<file path="config.mk">
export PLATFORM = sky130hd
export DESIGN_NAME = string_hw_sched
export DESIGN_NICKNAME = d
export VERILOG_FILES = /design/src/rtl/string_hw_pkg.sv /design/src/rtl/rr_arb2.sv /design/src/rtl/string_hw_sched.sv
export SDC_FILE = /design/constraint.sdc
export NUM_CORES = 1
export LEC_CHECK = 0
export ABC_AREA = 1
export CAP_MARGIN = 10
export CORE_ASPECT_RATIO = 0.7
export CORE_UTILIZATION = 41
export DETAILED_ROUTE_END_ITERATION = 10
export MAX_ROUTING_LAYER = met4
export PLACE_DENSITY = 0.81
export RECOVER_POWER = 50
export SKIP_LAST_GASP = 1
export SLEW_MARGIN = 30
export SYNTH_ARGS = -nofsm -noshare
export SYNTH_HDL_FRONTEND = slang
export SYNTH_SLANG_ARGS = --single-unit
</file>
<file path="constraint.sdc">
create_clock -name clk -period 2.1 [get_ports clk]
set_input_delay 0.315 -clock clk [delete_from_list [all_inputs] [get_ports clk]]
set_output_delay 0.315 -clock clk [all_outputs]
set_load 0.02 [all_outputs]
</file>
<file path="src/rtl/string_hw_pkg.sv">
// Shared types for the string engine scheduler: op codes, string/length types, FSM states.
package string_hw_pkg;

    localparam int unsigned STR_BYTES = 2;

    typedef enum logic [2:0] {
        OP_STR_CMP  = 3'd0,
        OP_TO_UPPER = 3'd1
    } op_e;

    typedef logic [STR_BYTES-1:0][7:0] str_t;
    typedef logic [1:0] len_t;

    typedef enum logic [1:0] {
        IDLE,
        ISSUE,
        RELEASE,
        RESP
    } state_e;

endpackage

</file>
<file path="src/rtl/rr_arb2.sv">
// Two-input round-robin arbiter; grants only while enabled, pointer moves only on a grant.
module rr_arb2 (
    input  logic       clk,
    input  logic       reset,
    input  logic [1:0] req,
    input  logic       en,
    output logic [1:0] gnt
);

    // Set when requester 1 won most recently; reset value lets requester 0 win first.
    logic last_q;

    always_comb begin
        gnt = 2'b00;
        if (en) begin
            if (req == 2'b11) begin
                gnt = last_q ? 2'b01 : 2'b10;
            end else begin
                gnt = req;
            end
        end
    end

    always_ff @(posedge clk) begin
        if (reset) begin
            last_q <= 1'b1;
        end else if (|gnt) begin
            last_q <= gnt[1];
        end
    end

endmodule

</file>
<file path="src/rtl/string_hw_sched.sv">
// Schedules commands from two requesters onto one string engine, one command in flight.
// Defining STRING_HW_SCHED_TIMEOUT_EN adds an ISSUE-state watchdog that ends the command with an error.
module string_hw_sched
    import string_hw_pkg::*;
#(
    parameter int unsigned NREQ           = 2,
    parameter int unsigned OP_COUNT       = 2,
    parameter int unsigned TIMEOUT_CYCLES = 255
) (
    input  logic                  clk,
    input  logic                  reset,
    input  logic [NREQ-1:0]       req_valid,
    output logic [NREQ-1:0]       req_ready,
    input  logic [NREQ-1:0][2:0]  req_index,
    input  str_t [NREQ-1:0]       req_a,
    input  str_t [NREQ-1:0]       req_b,
    input  len_t [NREQ-1:0]       req_len_a,
    input  len_t [NREQ-1:0]       req_len_b,
    output logic [NREQ-1:0]       rsp_valid,
    output logic [15:0]           rsp_result,
    output logic                  rsp_err,
    output logic                  eng_go,
    output logic [2:0]            eng_index,
    output str_t                  eng_a,
    output str_t                  eng_b,
    output len_t                  eng_len_a,
    output len_t                  eng_len_b,
    input  logic                  eng_done,
    input  logic [15:0]           eng_result
);

    state_e      state_q;
    logic        owner_q;
    logic [15:0] result_q;
    logic [1:0]  gnt;
    logic        win;
    logic        bad_index;

    rr_arb2 u_arb (
        .clk   (clk),
        .reset (reset),
        .req   (req_valid),
        .en    ((state_q == IDLE) && !reset),
        .gnt   (gnt)
    );

    assign req_ready = gnt;
    assign win       = gnt[1];
    assign bad_index = 32'(req_index[win]) >= OP_COUNT;

`ifdef STRING_HW_SCHED_TIMEOUT_EN
    localparam int unsigned CntW = $clog2(TIMEOUT_CYCLES + 1);
    logic [CntW-1:0] cnt_q;
    logic            timed_out_q;
`else
    logic unused_timeout;
    assign unused_timeout = (TIMEOUT_CYCLES == 0);
`endif

    always_ff @(posedge clk) begin
        if (reset) begin
            state_q    <= IDLE;
            owner_q    <= 1'b0;
            result_q   <= '0;
            eng_go     <= 1'b0;
            eng_index  <= '0;
            eng_a      <= '0;
            eng_b      <= '0;
            eng_len_a  <= '0;
            eng_len_b  <= '0;
            rsp_valid  <= '0;
            rsp_err    <= 1'b0;
            rsp_result <= '0;
`ifdef STRING_HW_SCHED_TIMEOUT_EN
            cnt_q       <= '0;
            timed_out_q <= 1'b0;
`endif
        end else begin
            rsp_valid  <= '0;
            rsp_err    <= 1'b0;
            rsp_result <= '0;
            unique case (state_q)
                IDLE: begin
                    if (|gnt) begin
                        owner_q   <= win;
                        eng_index <= req_index[win];
                        eng_a     <= req_a[win];
                        eng_b     <= req_b[win];
                        eng_len_a <= req_len_a[win];
                        eng_len_b <= req_len_b[win];
                        if (bad_index) begin
                            // Unknown op never reaches the engine.
                            state_q   <= RESP;
                            rsp_valid <= gnt;
                            rsp_err   <= 1'b1;
                        end else begin
                            state_q <= ISSUE;
                            eng_go  <= 1'b1;
`ifdef STRING_HW_SCHED_TIMEOUT_EN
                            cnt_q       <= '0;
                            timed_out_q <= 1'b0;
`endif
                        end
                    end
                end
                ISSUE: begin
                    if (eng_done) begin
                        result_q <= eng_result;
                        eng_go   <= 1'b0;
                        state_q  <= RELEASE;
                    end
`ifdef STRING_HW_SCHED_TIMEOUT_EN
                    else if (cnt_q == CntW'(TIMEOUT_CYCLES - 1)) begin
                        result_q    <= '0;
                        timed_out_q <= 1'b1;
                        eng_go      <= 1'b0;
                        state_q     <= RELEASE;
                    end else begin
                        cnt_q <= cnt_q + 1'b1;
                    end
`endif
                end
                RELEASE: begin
                    // Wait for the engine to drop done so it cannot be mistaken for the next one.
                    if (!eng_done) begin
                        state_q    <= RESP;
                        rsp_valid  <= owner_q ? 2'b10 : 2'b01;
                        rsp_result <= result_q;
`ifdef STRING_HW_SCHED_TIMEOUT_EN
                        rsp_err    <= timed_out_q;
`endif
                    end
                end
                RESP: begin
                    state_q <= IDLE;
                end
                default: begin
                    state_q <= IDLE;
                end
            endcase
        end
    end

endmodule
</file>
# After elaboration in Yosys (flattened, before gate mapping)
# Index checks and enable logic that the tools add are counted.
# Widths: inputs -> output; s select.
[totals] reg_bits=79 output_inout_bits=61 word_cells=67
[op_classes] magnitude_cmp=2 n_eq_ne=8 muxes=28 bitwise=3 reduce_logical=11
[ops] cell="$mux 16" n=4
[ops] cell="$mux 2" n=15
[ops] cell="$pmux 2 s4" n=1
[ops] cell="$eq 2x2->1 const B" n=3
[ops] cell="$mux 3" n=2
[ops] cell="$ne 2x2->1 const B" n=3
[ops] cell="$reduce_or 3->1" n=2
[ops] cell="$mux 1" n=4
[ops] cell="$pmux 2 s2" n=1
[ops] cell="$reduce_and 2->1" n=2
[ops] cell="$reduce_and 4->1" n=1
[ops] cell="$ge 3x2->1 const B" n=1
[ops] cell="$not 1->1" n=3
[ops] cell="$reduce_and 3->1" n=1
[ops] cell="$eq 2x1->1 const B" n=1
[ops] cell="$logic_not 2->1" n=1
[ops] cell="$lt 1x2->1 const B" n=1
[ops] cell="$ne 2x1->1 const B" n=1
[ops] cell="$pmux 1 s2" n=1
[ops] cell="$reduce_bool 2->1" n=1
[ops] cell="$reduce_or 2->1" n=1
[ops] cell="$logic_and 1x1->1" n=1
[ops] cell="$logic_not 1->1" n=1

# Logic depth before layout (Yosys ltp)
# Gate-level depths: netlist of the first run.
[depth] depth_word=9 ltp_mapped=11 ltp_nobuf=11

# Hierarchy
# Synthesis of the first run repeated with hierarchy kept, for this count alone.
[hier_totals] cells_unflattened=390 area_unflattened_um2=3037.9
[by_module_without_submodules] module="string_hw_sched" instances=1 cells_per_inst=378 area_each_um2=2966.6 seq_area_each_um2=1561.5
[by_module_without_submodules] module="rr_arb2" instances=1 cells_per_inst=12 area_each_um2=71.3 seq_area_each_um2=20.0

# Worst setup path before layout of the first run
# No wires, ideal clock.
[synth_timing] path_type="register to output" startpoint="reg state_q[0]" endpoint="out req_ready[0]" arrival_time_ns=1.286 path_slack_ns=0.499 path_stages_with_launch=7 cell_sequence="dfxtp_1 inv_1 ha_1 inv_1 nor2_2 nand2_1 a21oi_1"
[synth_via] elab_chain_len=3
[synth_rtl] element="from (decl)" line="string_hw_sched.sv:32" text="state_e state_q;"
[synth_rtl] element="from (signal assigned)" line="string_hw_sched.sv:62" text="state_q <= IDLE;"
[synth_rtl] element="from (signal assigned)" line="string_hw_sched.sv:93" text="state_q <= RESP;"
[synth_rtl] element="from (signal assigned)" line="string_hw_sched.sv:97" text="state_q <= ISSUE;"
[synth_rtl] element="$logic_not 2->1" line="string_hw_sched.sv:43" text=".en ((state_q == IDLE) && !reset),"
[synth_rtl] element="$logic_and 1x1->1" line="string_hw_sched.sv:43"
[synth_rtl] element="$mux 2" line="rr_arb2.sv:15" text="if (en) begin"
[synth_rtl] element="to (decl)" line="string_hw_sched.sv:13" text="output logic [NREQ-1:0] req_ready,"
# Every way passes these cells.

# Final worst setup path of the first run
[layout_timing] startpoint="in reset" endpoint="out req_ready[0]"
[layout_via] elab_chain_len=3
[layout_rtl] element="from (decl)" line="string_hw_sched.sv:11" text="input logic reset,"
[layout_rtl] element="$logic_not 1->1" line="string_hw_sched.sv:43"
[layout_rtl] element="$logic_and 1x1->1" line="string_hw_sched.sv:43"
[layout_rtl] element="$mux 2" line="rr_arb2.sv:15"
# Every way passes these cells.

==> results of run 1 <==
[state kept, by name (all words and copies together), names as in the netlist]
register	count
eng_a	16
eng_b	16
result_q	16
rsp_result	16
eng_index	3
eng_len_a	2
eng_len_b	2
rsp_valid	2
state_q	2
eng_go	1
owner_q	1
rsp_err	1
u_arb.last_q	1
[routing by layer]
metal | up-vias | global-route usage, % | wire (µm)
met5 | - | - | 0
met4 | 0 | 7.16 | 195
met3 | 19 | 6.38 | 619
met2 | 108 | 39.2 | 4180
met1 | 1419 | 23.8 | 3740
li1 | 1673 | - | -
[power by group through the flow]
stage / clock network (W) / registers [W] / logic [W]
after floorplan: 0 / 0.00222 / 0.000846
after global placement: 0 / 0.00196 / 0.00184
after detailed placement: 0 / 0.00197 / 0.00190
after CTS: 0.00149 / 0.00194 / 0.00190
after global routing: 0.00158 / 0.00196 / 0.00200
final: 0.00145 / 0.00193 / 0.00182
[through the flow]
step	utilization (%)	setup slack [ns]	instance area [µm²]
after floorplan	-	0.499	3290
after global placement	65.4	-0.0514	4930
after detailed placement	65.4	-0.0830	4930
after CTS	69.2	0.105	5220
after global routing	69.2	0.00541	5220
final	69.2	0.128	5220
[cell type report]
cell class | instances | area, µm² | share of cell area, %
Clock buffer | 10 | 239 | 4.57
Clock inverter | 6 | 51.3 | 0.982
Inverter | 69 | 262 | 5.01
Multi-Input combinational cell | 250 | 1260 | 24.2
Sequential cell | 79 | 1580 | 30.3
Tap cell | 98 | 123 | 2.35
Timing Repair Buffer | 171 | 1710 | 32.6
[cell usage in the layout, fill, tap and decap left out, drive strengths merged]
cell type	n
clkinvlp	3
inv	72
dfxtp	79
clkdlybuf4s15	1
o211ai	40
nor2	20
ha	4
nor3	1
clkdlybuf4s50	98
o21ai	17
nand2	99
dlygate4sd2	1
a21oi	25
nand3	41
buf	11
clkbuf	11
nand4	3
dlygate4sd3	59
[worst max-delay path, cell delays in order]
cell	delay (ns)
sky130_fd_sc_hd__dlygate4sd3_1	0.62
sky130_fd_sc_hd__nor2_2	0.15
sky130_fd_sc_hd__nand2_1	0.05
sky130_fd_sc_hd__a21oi_1	0.17
sky130_fd_sc_hd__clkdlybuf4s15_1	0.35
[logic make-up (layout without fill, tap and decap cells)]
group	Yosys count	after routing
fa+ha+maj	4	4
flops	79	79
buf+inv	95	256
simple gates	164	164
compound gates	82	82
[path summary, 6_finish.rpt]
| check | startpoint | to | cells after the start |
|---|---|---|---|
| max | reset | req_ready[0] | 5 |
| min | result_q[14] | rsp_result[14] | 2 |
| max reg2reg | state_q[0] | eng_a[4] | 10 |
| min reg2reg | result_q[14] | rsp_result[14] | 2 |
==> impl.org, run 1 <==
** Critical path
- Setup slack on the worst reg-to-reg path comes out at 0.24 ns.
- Critical Path Sink Type :: output pin
- For the worst setup path, the data required time is 1.78 ns.
- Data arrival, critical path :: 1.66 ns
- Startpoint Class :: primary input
- The critical path is of the in -> out type.
- Max FO, Critical Path :: 5

** Pwr
- Internal power of the cells :: 0.00345 W
- Of the total power, registers draw 37.0%.
- After layout, the design draws a total of 0.00520 W.
- Combinational group share of total power :: 35.0%
- The worst-case IR drop observed on VDD is 0.000538 V.
- The share of total power dissipated in the clock network is 27.9%.
- Total leakage power :: 2.46 nW
- Fraction of power spent switching nets :: 33.6%
- Summed over all nets, the switching power comes to 0.00175 W.
- Power Dens Cells :: 996 nW/µm²

** Timing
- For this run, the top clock speed supported by timing is 0.507 GHz.
- Adding up every negative setup slack in the final design gives 0 ns.
- The number of slew-limit violations in the final report was 0.
- Worst slew slack as a fraction of its limit :: 57.0%
- For the pin with the worst max-slew slack, the measured transition is 0.644 ns.
- Fraction of the cycle the final worst path needs :: 93.9%
- The hold violation total from the final report is 0.
- The worst path needs 1.97 ns of the cycle, external delays included.
- For the final database, setup skew stands at 0.00798 ns.
- Setup violations remaining at the end of the flow were counted as 0.
- Setup repair after global routing left no endpoint under its margin.
- The tightest hold path in the finished design has a slack of 0.437 ns.

** Yosys
- Net Count, Synth :: 527
- Leading cell types by count after synthesis :: sky130_fd_sc_hd__nand2_1 (99), sky130_fd_sc_hd__dfxtp_1 (79), sky130_fd_sc_hd__inv_1 (65), sky130_fd_sc_hd__nand3_1 (41), sky130_fd_sc_hd__o211ai_1 (39)
- Async set-or-reset flop fraction in the synthesized netlist :: 0%
- After Yosys synthesis, full adders, half adders and majority gates account for 1.52% of the synthesized area.
- Library cell with the largest summed area after synthesis :: sky130_fd_sc_hd__dfxtp_1
- The most used flip-flop cell after synthesis is sky130_fd_sc_hd__dfxtp_1.
- Summed over its instances, the top area cell type makes up 48.0% of the synthesized netlist area.
- Synthesis produced a netlist whose cell count is 424.
- After Yosys synthesis, XOR and XNOR cells account for 0% of the synthesized area.
- The cell area that synthesis handed to floorplanning was 3290 µm².
- Of the synthesized area, sequential elements account for 48.0%.
- After synthesis, the share of cell area in mux cells is 0%.
- Dividing the synthesized area by the synthesized cell count gives 7.77 µm².
- After synthesis, the largest family of logic cells by area is simple AND/OR/NAND/NOR gates.
- Yosys printed 0 warnings.
- Post-synthesis sequential element count :: 79
- Area fraction in and, or, nand and nor cells after synthesis :: 21.0%
- In the post-synthesis netlist, the cell with the most instances is sky130_fd_sc_hd__nand2_1.
- Yosys attributes the largest share of cell area to sky130_fd_sc_hd__dfxtp_1 (48%), sky130_fd_sc_hd__nand2_1 (11%), sky130_fd_sc_hd__o211ai_1 (8.9%).
- Synth Area in Compound Gates :: 15.8%
- Count of flip-flops with a built-in enable after synthesis :: 0
- Library cells used by synthesis :: 22

** Place
- Number of placed instances, taps included :: 667
- During placement, the flow inserted port buffers numbering 159.
- Weighted congestion at the end of routability-driven global placement :: 0.813
- Detailed placement HPWL :: 6380 µm

** CTS
- Root Buffer Master :: sky130_fd_sc_hd__clkbuf_16
- Clock buffer count from CTS :: 9
- Clock tree from TritonCTS :: built
- Post-CTS setup buffer count :: 0
- Number of buffers on the longest clock path :: 2
- In this run the number of H-tree levels came out at 3.
- In this run, post-CTS repair resized a total of 2 instances.
- Number of hold-repair buffers added at the cts stage :: 0
- Clock input transition at the sequential cells of the worst setup and hold paths :: 0.06 ns
- The clock net in this run drives a total of 79 sinks.
- Worst-skew pair later-pin latency :: 0.32 ns

** Layout
- Fraction of layout cells with a size suffix above 1 :: 5.98%
- Leaving out filler cells and counting taps, the final layout contains 683.
- Number of filler instances in the final layout :: 608
- Syn-to-layout area delta :: 58.6%
- # diodes :: 0
- The final layout contains 683 nets.

** Routing
- Via/cell ratio :: 4.71
- Routed len/inst :: 12.8 µm
- Across all layers, the routed design uses 3219 vias.
- In the routed design, unresolved DRC markers number 0.
- In this run the remaining antenna-violating nets after routing total 0.
- After detailed routing, the total wire length is 8740 µm.
- First-pass detailed-route iteration total :: 4
- The first routing iteration left 211 violations.

** Floorplanning
- Chip width :: 109 µm
- During I/O placement, the number of pins put on the boundary was 160.
- Measured along the y axis, the die boundary spans 77.0 µm.
- After floorplanning, the core was sized to cover 7550 µm².
- After floorplanning, the core was divided into 26 placement rows.
- Die area :: 8400 µm²
- Effective utilization at floorplan :: 43.7%

** Run
- The tool flagged a number of max-cap violations equal to 0.

** GRT
- Initial antenna violation count :: 0
- Number of global-route vias before repair :: 3139
- Global routing used 22.3% of the available tracks across all layers.
- Global-route wire length before repair :: 14300 µm
- Entering global routing, the biggest net connects 61 pins.
- For this run the aggregate overflow at the end of global routing stands at 0.

** Run status
- The flow ran to the end, and the final reports show no timing, DRC or antenna violations.

** Hold path
- Tightest Hold Check Type :: reg -> reg
No activity file was read; power rests on OpenSTA's default activity.
==> run 2: changes to the inputs <==
Settings changed: SETUP_SLACK_MARGIN set to 0.15.
==> run 2 against run 1 <==
Net effect: via count rose by 0.87%; wire length barely moved; sequential power barely moved; maximum frequency rose by 4.4%; sequential share of layout area barely moved; highest routed layer unchanged.
==> impl.org, run 2 (synthesis results as in run 1) <==
** Layout
- The library cells used most frequently in the layout, excluding fill and tap cells, are sky130_fd_sc_hd__nand2_1 (99), sky130_fd_sc_hd__clkdlybuf4s50_1 (98), sky130_fd_sc_hd__dfxtp_1 (79), sky130_fd_sc_hd__inv_1 (66), sky130_fd_sc_hd__dlygate4sd3_1 (59).
- The number of antenna repair diodes was 0 (unchanged).
- Post-route design area :: 5220 µm² (about the same)
- The library cell used most frequently in the layout, excluding fill and tap cells, is sky130_fd_sc_hd__nand2_1.
- The fraction of final layout cells sized beyond drive strength 1 was 6.32% (+0.34 points).
- The final core area utilization came to 69.1% (about the same).
- The number of nets in the finished design came to 683 (unchanged).
- Number of filler instances in the final layout :: 614 (+0.99%)
- Syn-to-layout area delta :: 58.4% (about the same)
- The final instance count without filler cells came to 683 (unchanged).

** Pwr
- Clock network power share :: 27.9% (about the same)
- The worst voltage drop across the vdd grid is 0.000540 V (+0.31%).
- Total leakage power :: 2.46 nW (about the same)
- Fraction of power spent switching nets :: 33.6% (about the same)
- The post-layout total power was 0.00520 W (about the same).
- Power Dens Cells :: 997 nW/µm² (about the same)
- The power share of the sequential group is 37.0% (about the same).
- Psw :: 0.00175 W (about the same)
- The relative contribution of combinational cells to total power came to 35.0% (about the same).
- Internal power of the cells :: 0.00345 W (about the same)

** Critical path
- The worst endpoint data arrival time came to 2.15 ns (+0.49 ns).
- Critical Path Sink Type :: register
- In this run the critical register-to-register path is captured at eng_go.
- The worst setup path is launched from a primary input.
- Worst R2R Start :: state_q[0]
- The setup path with the least slack is of type in -> reg.
- Max FO, Critical Path :: 60 (+55)
- Setup slack, reg-to-reg :: 0.30 ns (+0.06 ns)
- Worst Reg2Reg Path Length in Cells :: 12 (+2)
- Worst Path Required :: 2.36 ns (+0.58 ns)

** Floorplanning
- Die area :: 8400 µm² (unchanged)
- The floorplan die width came to 109 µm (unchanged).
- The die height came to 77.0 µm (unchanged).
- The site row count was 26 (unchanged).
- Area inside the core boundary :: 7550 µm² (unchanged)
- I/O pin total :: 160 (unchanged)
- Effective utilization at floorplan :: 43.7% (unchanged)

** Timing
- Fin. max-slew vios :: 0 (unchanged)
- Worst slew slack as a fraction of its limit :: 56.8% (-0.19 points)
- The worst hold slack across all endpoints was 0.437 ns (-0.0000200 ns).
- Clock Skews :: 0.00763 ns (-0.000350 ns)
- Setup repair after global routing could not meet its margin everywhere.
- The final critical-path share of the clock period is 90.0% (-4.0 points).
- Min Clock Period, post-route :: 1.89 ns (-0.0833 ns)
- The top achievable clock speed is 0.529 GHz (+4.4%).
- Slew at the pin closest to its max-slew limit :: 0.647 ns (+0.00288 ns)
- The hold violation total from the final report came to 0 (unchanged).
- Count of final setup violators :: 0 (unchanged)

** Hold path
- Startpoint of the tightest hold check path :: result_q[14]
- WHS Endpoint :: rsp_result[14]
- Tightest Hold Check Type :: reg -> reg
- Worst hold path depth :: 2 (unchanged)

** Place
- The final weighted congestion in routability-driven placement is 0.813 (unchanged).
- Area of placed instances :: 4930 µm² (unchanged)
- Number of placed instances, taps included :: 667 (unchanged)
- The count of buffers from port buffering was 159 (unchanged).
- The final HPWL from detailed placement came to 6380 µm (unchanged).

** CTS
- The number of buffers between clock root and the deepest sink is 2 (unchanged).
- The TritonCTS sink count was 79 (unchanged).
- Worst-skew pair later-pin latency :: 0.32 ns (about the same)
- The clock input transition at the sequential cells of the worst setup and hold paths was 0.06 ns (about the same).
- The number of hold buffers added after cts came to 0 (unchanged).
- The tree is rooted in a sky130_fd_sc_hd__clkbuf_16.
- The number of buffers inserted during clock tree synthesis is 9 (unchanged).
- TritonCTS built the clock tree.
- CTS HTree Levels :: 3 (unchanged)

** GRT
- Initial antenna violation count :: 0 (unchanged)
- Largest net degree at the start of global routing :: 61 (unchanged)
- The wire length of the first global-routing pass came to 14300 µm (unchanged).
- GR Overflow Total :: 0 (unchanged)
- Global routing usage summed across all routing layers :: 22.3% (unchanged)
- Number of global-route vias before repair :: 3139 (unchanged)

** Routing
- Number of remaining DRC errors :: 0 (unchanged)
- The sum of routed wire length over all layers was 8730 µm (about the same).
- First-pass detailed-route iteration total :: 4 (unchanged)
- The total via count in the routed design came to 3247 (+0.87%).
- Via/cell ratio :: 4.75 (+0.87%)
- The count of antenna-violating nets left after detailed routing was 0 (unchanged).
- The wire length per cell came to 12.8 µm (about the same).
- The violation count after the first detailed-routing iteration is 248 (+18%).

** Run
- The max-capacitance violation count is 0 (unchanged).

** Run status
- Result of the run :: finished clean
==> run 2: cell count changes in the layout (fill, tap and decap cells not counted) <==
cell	change
sky130_fd_sc_hd__clkdlybuf4s15_1	-1
sky130_fd_sc_hd__dlygate4sd2_1	-1
sky130_fd_sc_hd__clkbuf_2	+2
sky130_fd_sc_hd__buf_6	+1
sky130_fd_sc_hd__buf_4	-1
==> run 2: cell type report <==
cell class	count	area, µm²	area share (%)
flip-flops and latches	79	1580	30.3
inverters	69	262	5.01
well taps	98	123	2.35
clock buffers	10	239	4.58
clock inverters	6	51.3	0.983
multi-input cells	250	1260	24.2
repair buffers	171	1700	32.6
==> run 2: timing repair <==
action / in CTS / in global routing
resized for setup: 2 / 5
pin swaps: 0 / 0
setup endpoints to repair: 2 / 12
setup buffers: 0 / 0
==> run 2: critical path: stages <==
cell and delay [ns]:
sky130_fd_sc_hd__dlygate4sd3_1 0.62, sky130_fd_sc_hd__inv_1 0.15, sky130_fd_sc_hd__clkbuf_4 0.58, sky130_fd_sc_hd__nand3_1 0.13
sky130_fd_sc_hd__buf_4 0.23, sky130_fd_sc_hd__nor2_1 0.11
==> run 2: worst max path at each step <==
| stage | from | to | slack [ns] |
|---|---|---|---|
| final | reset | rsp_result[13] | 0.21 |
| after global routing | reset | rsp_result[13] | 0.08 |
| after CTS | state_q[0] | req_ready[0] | 0.10 |
| after detailed placement | reset | req_ready[0] | -0.08 |
| after global placement | reset | req_ready[0] | -0.05 |
| after floorplan | state_q[0] | req_ready[0] | 0.50 |
==> run 2: metal layers <==
metal	track usage [%]	part of all wire [%]
met5	-	0
met4	7.16	2.4
met3	6.38	7.7
met2	39.2	48
met1	23.8	41
==> run 2: power groups by stage <==
| stage | combinational [W] | clock [W] | sequential [W] |
|---|---|---|---|
| floorplan | 0.000846 | 0 | 0.00222 |
| global placement | 0.00184 | 0 | 0.00196 |
| detailed placement | 0.00190 | 0 | 0.00197 |
| CTS | 0.00190 | 0.00149 | 0.00194 |
| global route | 0.00200 | 0.00158 | 0.00196 |
| finish | 0.00182 | 0.00145 | 0.00193 |
==> run 2: metrics by stage <==
step           setup slack, ns  TNS [ns]
4_1_cts                  0.105         0
3_3_place_gp           -0.0514   -0.0514
3_5_place_dp           -0.0830   -0.0830
2_1_floorplan            0.499         0
5_1_grt                 0.0802         0
6_report                 0.211         0
==> run 3: changes to the inputs <==
Settings changed: PLACE_DENSITY 0.81 to 0.88.
==> run 3 against run 2 <==
Net effect: hold slack worse by 0.0027 ns; non-clock buffer count unchanged; global-route usage up 0.90 points; total power down 0.54%; maximum frequency up 0.17%; via count about the same; worst setup slack better by 0.0032 ns; final cell count unchanged; clock power about the same; combinational power about the same; critical endpoint is now rsp_result[4]; largest power group unchanged; highest routed layer unchanged.
==> impl.org, run 3 (synthesis results as in run 1) <==
** GRT
- The number of global-route vias before repair was 3261 (+3.9%).
- The residual overflow from global routing is 0 (unchanged).
- Highest-utilization routing layer at the global route stage :: met2
- Global-route wire length before repair :: 14700 µm (+2.8%)
- The global-route met3 utilization came to 7.06% (+0.68 points).
- Initial antenna violation count :: 0 (unchanged)
- Global Route met2 Usage :: 40.6% (+1.3 points)
- Global routing usage summed across all routing layers :: 23.2% (+0.90 points)
- The met1 layer usage reported by global route came to 24.7% (+0.87 points).
- The pin count of the biggest net entering global routing is 61 (unchanged).

** Layout
- The area added between synthesis and finish is 58.3% (about the same).
- Most frequent cells in the layout :: sky130_fd_sc_hd__nand2_1 (99), sky130_fd_sc_hd__clkdlybuf4s50_1 (98), sky130_fd_sc_hd__dfxtp_1 (79), sky130_fd_sc_hd__inv_1 (65), sky130_fd_sc_hd__dlygate4sd3_1 (59)
- The filler cell count was 597 (-2.8%).
- Final non-filler cell total :: 683 (unchanged)
- Most frequent standard cell in the layout excluding fill and tap cells :: sky130_fd_sc_hd__nand2_1
- # diodes :: 0 (unchanged)
- The fraction of final layout cells sized beyond drive strength 1 was 6.32% (unchanged).
- Final Net Count :: 683 (unchanged)

** Timing
- The worst hold slack across all endpoints was 0.435 ns (-0.00272 ns).
- The relative max-transition margin came to 53.7% (-3.1 points).
- The worst-margin pin slew was 0.694 ns (+0.0466 ns).
- Clock Skews :: 0.00669 ns (-0.000934 ns)
- Maximum frequency from static timing analysis :: 0.530 GHz (+0.17%)
- The number of slew-limit violations in the final report was 0 (unchanged).
- The least setup slack across all paths after layout came to 0.214 ns (+0.00325 ns).
- The final critical-path share of the clock period is 89.8% (-0.15 points).
- Setup repair after global routing left no endpoint under its margin.
- The final critical-path required period is 1.89 ns (-0.00325 ns).
- Count of final hold-check violations :: 0 (unchanged)
- The number of setup violations in the final report came to 0 (unchanged).
- The total negative slack for setup checks is 0 ns (unchanged).

** Floorplanning
- The die height is 77.0 µm (unchanged).
- The die area is 8400 µm² (unchanged).
- Number of rows created at floorplan :: 26 (unchanged)
- The initial core utilization was 43.7% (unchanged).
- Area inside the core boundary :: 7550 µm² (unchanged)
- The count of pins on the block boundary came to 160 (unchanged).
- The floorplan die width came to 109 µm (unchanged).

** Routing
- Antenna-violating nets left :: 0 (unchanged)
- The sum of routed wire length over all layers was 9180 µm (+5.2%).
- The total via count in the routed design came to 3250 (+0.092%).
- The detailed-router iteration count before antenna repair is 4 (unchanged).
- The wire length per cell is 13.4 µm (+5.2%).
- The via-per-instance ratio was 4.76 (about the same).
- The violation count after the first detailed-routing iteration was 124 (-50%).
- Number of remaining DRC errors :: 0 (unchanged)

** Critical path
- Startpoint Class :: primary input
- Data arrival, critical path :: 2.14 ns (about the same)
- The biggest fanout along the worst timing path is 60 (unchanged).
- The setup path with the least slack is of type in -> reg.
- The data required time of the worst path was 2.36 ns (about the same).
- Critical Path Sink Type :: register

** Place
- Detailed placement HPWL :: 6580 µm (+3.1%)
- Worst slack at placement :: -0.0396 ns (+0.0434 ns)
- Number of placed instances, taps included :: 667 (unchanged)
- The final weighted congestion in routability-driven placement is 0.798 (-1.8%).
- The count of buffers from port buffering came to 159 (unchanged).

** CTS
- Post-CTS setup buffer count :: 0 (unchanged)
- Clock input transition at the sequential cells of the worst setup and hold paths :: 0.06 ns (about the same)
- The number of H-tree levels came to 3 (unchanged).
- Number of hold-repair buffers added at the cts stage :: 0 (unchanged)
- TritonCTS built the clock tree.
- Number of buffers on the longest clock path :: 2 (unchanged)
- Worst-skew pair later-pin latency :: 0.32 ns (about the same)
- Clock buffer count from CTS :: 9 (unchanged)
- Root Buffer Master :: sky130_fd_sc_hd__clkbuf_16
- The TritonCTS sink count came to 79 (unchanged).

** Run status
- The flow ran to the end, and the final reports show no timing, DRC or antenna violations.

** Pwr
- The static leakage was 2.47 nW (+0.51%).
- The worst voltage drop across the vdd grid was 0.000541 V (+0.12%).
- The power density relative to cell area came to 992 nW/µm² (-0.49%).
- The post-layout total power came to 0.00517 W (-0.54%).

** Run
- Max capacitance violation total :: 0 (unchanged)

** Hold path
- Tightest Hold Check Type :: reg -> reg
run 3: layout make-up:
| type | instances | area (µm²) | area share [%] |
|---|---|---|---|
| multi-input cells | 250 | 1260 | 24.2 |
| inverters | 69 | 262 | 5.01 |
| clock buffers | 11 | 243 | 4.65 |
| well taps | 98 | 123 | 2.35 |
| repair buffers | 171 | 1710 | 32.8 |
| flip-flops and latches | 79 | 1580 | 30.3 |
| clock inverters | 5 | 32.5 | 0.624 |
run 3: routing by layer:
metal,vias up,share of wire (%)
met2,98,48
met5,-,0
met1,1461,43
met4,0,1.8
li1,1677,-
met3,14,7.3
run 3: critical path, cell delays in order:
cell	delay (ns)
sky130_fd_sc_hd__dlygate4sd3_1	0.59
sky130_fd_sc_hd__inv_1	0.13
sky130_fd_sc_hd__clkbuf_4	0.61
sky130_fd_sc_hd__nand3_1	0.13
sky130_fd_sc_hd__buf_4	0.24
sky130_fd_sc_hd__nor2_1	0.12
run 3: metrics by stage:
step / util (%) / area [µm²]
finish: 69.1 / 5220
global route: 69.1 / 5220
CTS: 69.2 / 5230
detailed placement: 65.6 / 4950
floorplan: - / 3290
global placement: 65.6 / 4950
run 3: power by group:
| group | switching (W) | total, W | leakage, nW | internal [W] |
|---|---|---|---|---|
| Clock | 0.000584 | 0.00142 | 0.140 | 0.000832 |
| Sequential | 0.000133 | 0.00194 | 0.647 | 0.00181 |
| Combinational | 0.00102 | 0.00182 | 1.68 | 0.000804 |
run 3: final timing paths:
path	startpoint	end	slack, ns	cells past startpoint
worst max-delay path	reset	rsp_result[4]	0.21	6
worst min-delay path	result_q[3]	rsp_result[3]	0.43	2
worst max register to register	state_q[0]	eng_go	0.30	12
worst min register to register	result_q[3]	rsp_result[3]	0.43	2
run 3: timing repair:
action                                  CTS  global route
gates resized for setup                   6             4
endpoints found under the setup margin    2            19
hold endpoints to repair                  0             0
==> edit 1 (flow settings as in run 2) <==
The package constant `STR_BYTES` goes from 2 to 1.
--- a/src/rtl/string_hw_pkg.sv
+++ b/src/rtl/string_hw_pkg.sv
@@ -3,3 +3,3 @@
 
-    localparam int unsigned STR_BYTES = 2;
+    localparam int unsigned STR_BYTES = 1;
 
Ports: changed (resized eng_a, eng_b, req_a and req_b); port bits go from 160 to 112. The function was not compared with the original's and may differ.
==> edit 1 against run 2 <==
Count of clock-buffer cells in the layout did not move. Routed wire length decreased by 26%. Final area down 24%. Critical path type unchanged. Sequential cell count is 16 lower. Worst setup slack worse by 0.0060 ns. Power shrank 21%. Via count fell by 24%. Area after synthesis is 22% lower. Highest routed layer unchanged. Critical endpoint is now rsp_result[0]$_SDFF_PP0_.
==> edit 1: results <==
[placement]
dp_slack_ns = -0.0525
place_area_sq_mm = 0.00376
portBuffers = 111
place_inst = 500
place_congestion = 0.866
dp_hpwl_um = 4650

[synthesis]
synth-compound-area-share_pct = 16.4
synth_fa_ha_area_share_pct = 1.95
syn_nets = 391
netlist_top_cells_count = nand2_1, dfxtp_1, inv_1, a21oi_1, nand3_1
yosysSeqAreaShare_pct = 49.2

[drt]
first_iter_violations = 74
dr.pass1.iters = 5
met3_length_um = 224
viasPerCell = 4.76
wirelength_um = 6440

[clock_network]
cts_root_buf = clkbuf_8
postCtsResizedCells = 6

[timing]
worstMarginPinSlew_ns = 0.923

[critical_path]
cp_slowest_cell = clkbuf_2
cp_max_fo = 44

[run_status]
status = finished, final reports clean

[grt]
grt_pass1_wl_um = 10600
grtUsageMet1_pct = 24.2
grt_pass1_vias = 2363
grt_use_met3_pct = 5.89

[finish]
layout-drive-gt1-share_pct = 11.8
finalNetCount = 507

[power_and_ir_drop]
power.leakage_nw = 1.78
ir_worst_vdd_mv = 0.552
-- edit 1: cell count changes after synthesis, moves of 2 or more --
| cell | change |
|---|---|
| inv_2 | +5 |
| buf_4 | -5 |
| nand3_2 | +4 |
| nand2_1 | -31 |
| o211ai_1 | -21 |
| nand3_1 | -20 |
| buf_12 | -2 |
| dfxtp_1 | -16 |
| clkbuf_1 | -3 |
| o211ai_2 | +5 |
| inv_1 | -20 |
-- edit 1: where the power goes --
group | leakage [nW] | internal (W) | switching [W] | total [W]
clock network | 0.109 | 0.000706 | 0.000481 | 0.00119
logic | 1.15 | 0.000621 | 0.000770 | 0.00139
registers | 0.515 | 0.00142 | 0.0000968 | 0.00152
-- edit 1: worst paths after layout --
| kind | start | endpoint | slack, ns | cells past startpoint |
|---|---|---|---|---|
| setup / recovery | reset | rsp_result[0]$_SDFF_PP0_ | 0.20 | 6 |
| hold / removal | result_q[5]$_SDFFE_PP0P_ | rsp_result[5]$_SDFF_PP0_ | 0.43 | 2 |
| hold reg to reg | result_q[5]$_SDFFE_PP0P_ | rsp_result[5]$_SDFF_PP0_ | 0.43 | 2 |
| setup reg to reg | state_q[0]$_SDFFE_PP0P_ | eng_go$_SDFFE_PP0P_ | 0.32 | 12 |
-- edit 1: stage by stage --
stage                     power [W]  setup TNS [ns]  util, %
final                       0.00410               0     67.8
after global routing        0.00436               0     67.8
after CTS                   0.00416               0     67.8
after detailed placement    0.00296         -0.0525     64.0
after global placement      0.00291               0     64.0
after floorplan             0.00238               0        -
-- edit 1: layout make-up --
cell class | instances | area (sq um)
Tap cell | 75 | 93.8
Inverter | 53 | 199
Timing Repair Buffer | 122 | 1190
Clock buffer | 10 | 138
Fill cell | 495 | 1890
Clock inverter | 6 | 92.6
Multi-Input combinational cell | 187 | 1000
Sequential cell | 63 | 1260
==> edit 2 (settings of run 2) <==
Made on the original files. Re-encode `state_e` (4 states) as one-hot, 4 bits wide.
--- a/src/rtl/string_hw_pkg.sv
+++ b/src/rtl/string_hw_pkg.sv
@@ -13,7 +13,7 @@
 
-    typedef enum logic [1:0] {
-        IDLE,
-        ISSUE,
-        RELEASE,
-        RESP
+    typedef enum logic [3:0] {
+        IDLE    = 4'b0001,
+        ISSUE   = 4'b0010,
+        RELEASE = 4'b0100,
+        RESP    = 4'b1000
     } state_e;
Behaviour: no difference found for any inputs over 4 cycles, from zero or initial values and one cycle with reset high; so few cycles prove little.
==> edit 2 against run 2 <==
Register-to-register slack got worse by 0.09 ns. Clock skew increased by 0.0032 ns. Area after synthesis decreased by 6.8%. Critical path depth increased by 1. Clock power decreased by 21%. Power decreased by 8.1%. Routed wire length increased by 2.2%. Sequential cell count increased by 2. Worst setup slack got worse by 0.035 ns. Via count decreased by 2.6%. Hold slack improved by 0.0028 ns. Final area decreased by 4.8%. Non-clock buffer count increased by 2. Largest cell class unchanged. Largest power group unchanged. Highest routed layer unchanged.
==> edit 2: results <==
[clock_network]
insertion_delay_ns = 0.34
postCtsSetupBuffers = 1

[synthesis]
synth.area.top_cells = dfxtp_1, nand2_1, o21ai_0
syn_nets = 486
yosysSeqAreaShare_pct = 52.8
netlist_top_cells_count = nand2_1, dfxtp_1, o21ai_0, a31oi_1, inv_1
yosysUniqueCellTypes = 25
yosys_warnings = 0

[grt]
grt_max_degree = 60
grt_pass1_vias = 3000
grt_pass1_wl_um = 13900

[power_and_ir_drop]
power.leakage_nw = 2.02
ir_worst_vdd_mv = 0.497

[drt]
wirelength_um = 8920
first_iter_violations = 200
dr.pass1.iters = 5

[placement]
place_congestion = 0.779
dp_hpwl_um = 6380

[worst_hold_path]
hp-class = reg2reg

[run_status]
status = finished, final reports clean

[critical_path]
cp_max_fo = 34
r2r_start = state_q[2]$_SDFFE_PP0P_
worst-r2r-cell-count = 8
crit_start = req_valid[0]
ff2ff_setup_slack_ns = 0.21
arrival_ns = 2.19

[finish]
finalNetCount = 643

[timing]
clock_skew_ns = 0.0109
## edit 2: cell types whose count changed in the layout (fill, tap and decap cells not counted), moves of 8 or more
cell and delta:
nand3_1 -39, clkbuf_8 +8, o21ai_0 +37, dlygate4sd3_1 -26, a31oi_1 +38, clkbuf_16 -9
o211ai_1 -38, inv_1 -37, clkdlybuf4s50_1 +26
## edit 2: layout make-up
class,instances,area (sq um),share of cell area [%]
inverter,32,120,2.42
timing repair buffer,173,1710,34.4
multi-input combinational,247,1200,24.2
clock buffer,9,124,2.49
sequential,81,1620,32.7
clock inverter,7,76.3,1.54
tap,94,118,2.37
## edit 2: per-layer routing
layer,track usage (%),vias up,wire (um)
li1,-,1602,-
met1,27.2,1417,3960
met2,40.8,130,4200
met3,5.70,15,586
met4,8.14,0,162
met5,-,-,0
## edit 2: cell families (layout without fill, tap and decap cells)
group           Yosys count  count (layout)  share of synthesized area [%]
flops                    81              81                           52.8
compound gates          118             118                           21.3
simple gates            129             129                           17.5
buf+inv                  59             221                           8.39
## edit 2: where the power goes
part	total (W)	leakage [nW]	switching, W	internal (W)
Clock	0.00115	0.0966	0.000588	0.000560
Combinational	0.00172	1.26	0.000926	0.000791
Sequential	0.00192	0.661	0.000123	0.00180
## edit 2: metrics by stage
step	cells	hold WS (ns)	instance area (sq um)	setup slack, ns
floorplan	387	0.416	3070	0.760
global placement	626	0.420	4760	0.0351
detailed placement	626	0.427	4760	0.00265
CTS	643	0.441	4970	0.0867
global route	643	0.463	4970	0.103
finish	643	0.440	4970	0.176
## edit 2: worst max-delay path, cell delays in order
cell and delay (ns):
clkdlybuf4s50_1 0.51, a21oi_2 0.10, nand3_4 0.09, buf_4 0.20
clkbuf_2 0.58, nand2_1 0.15, a31oi_1 0.23
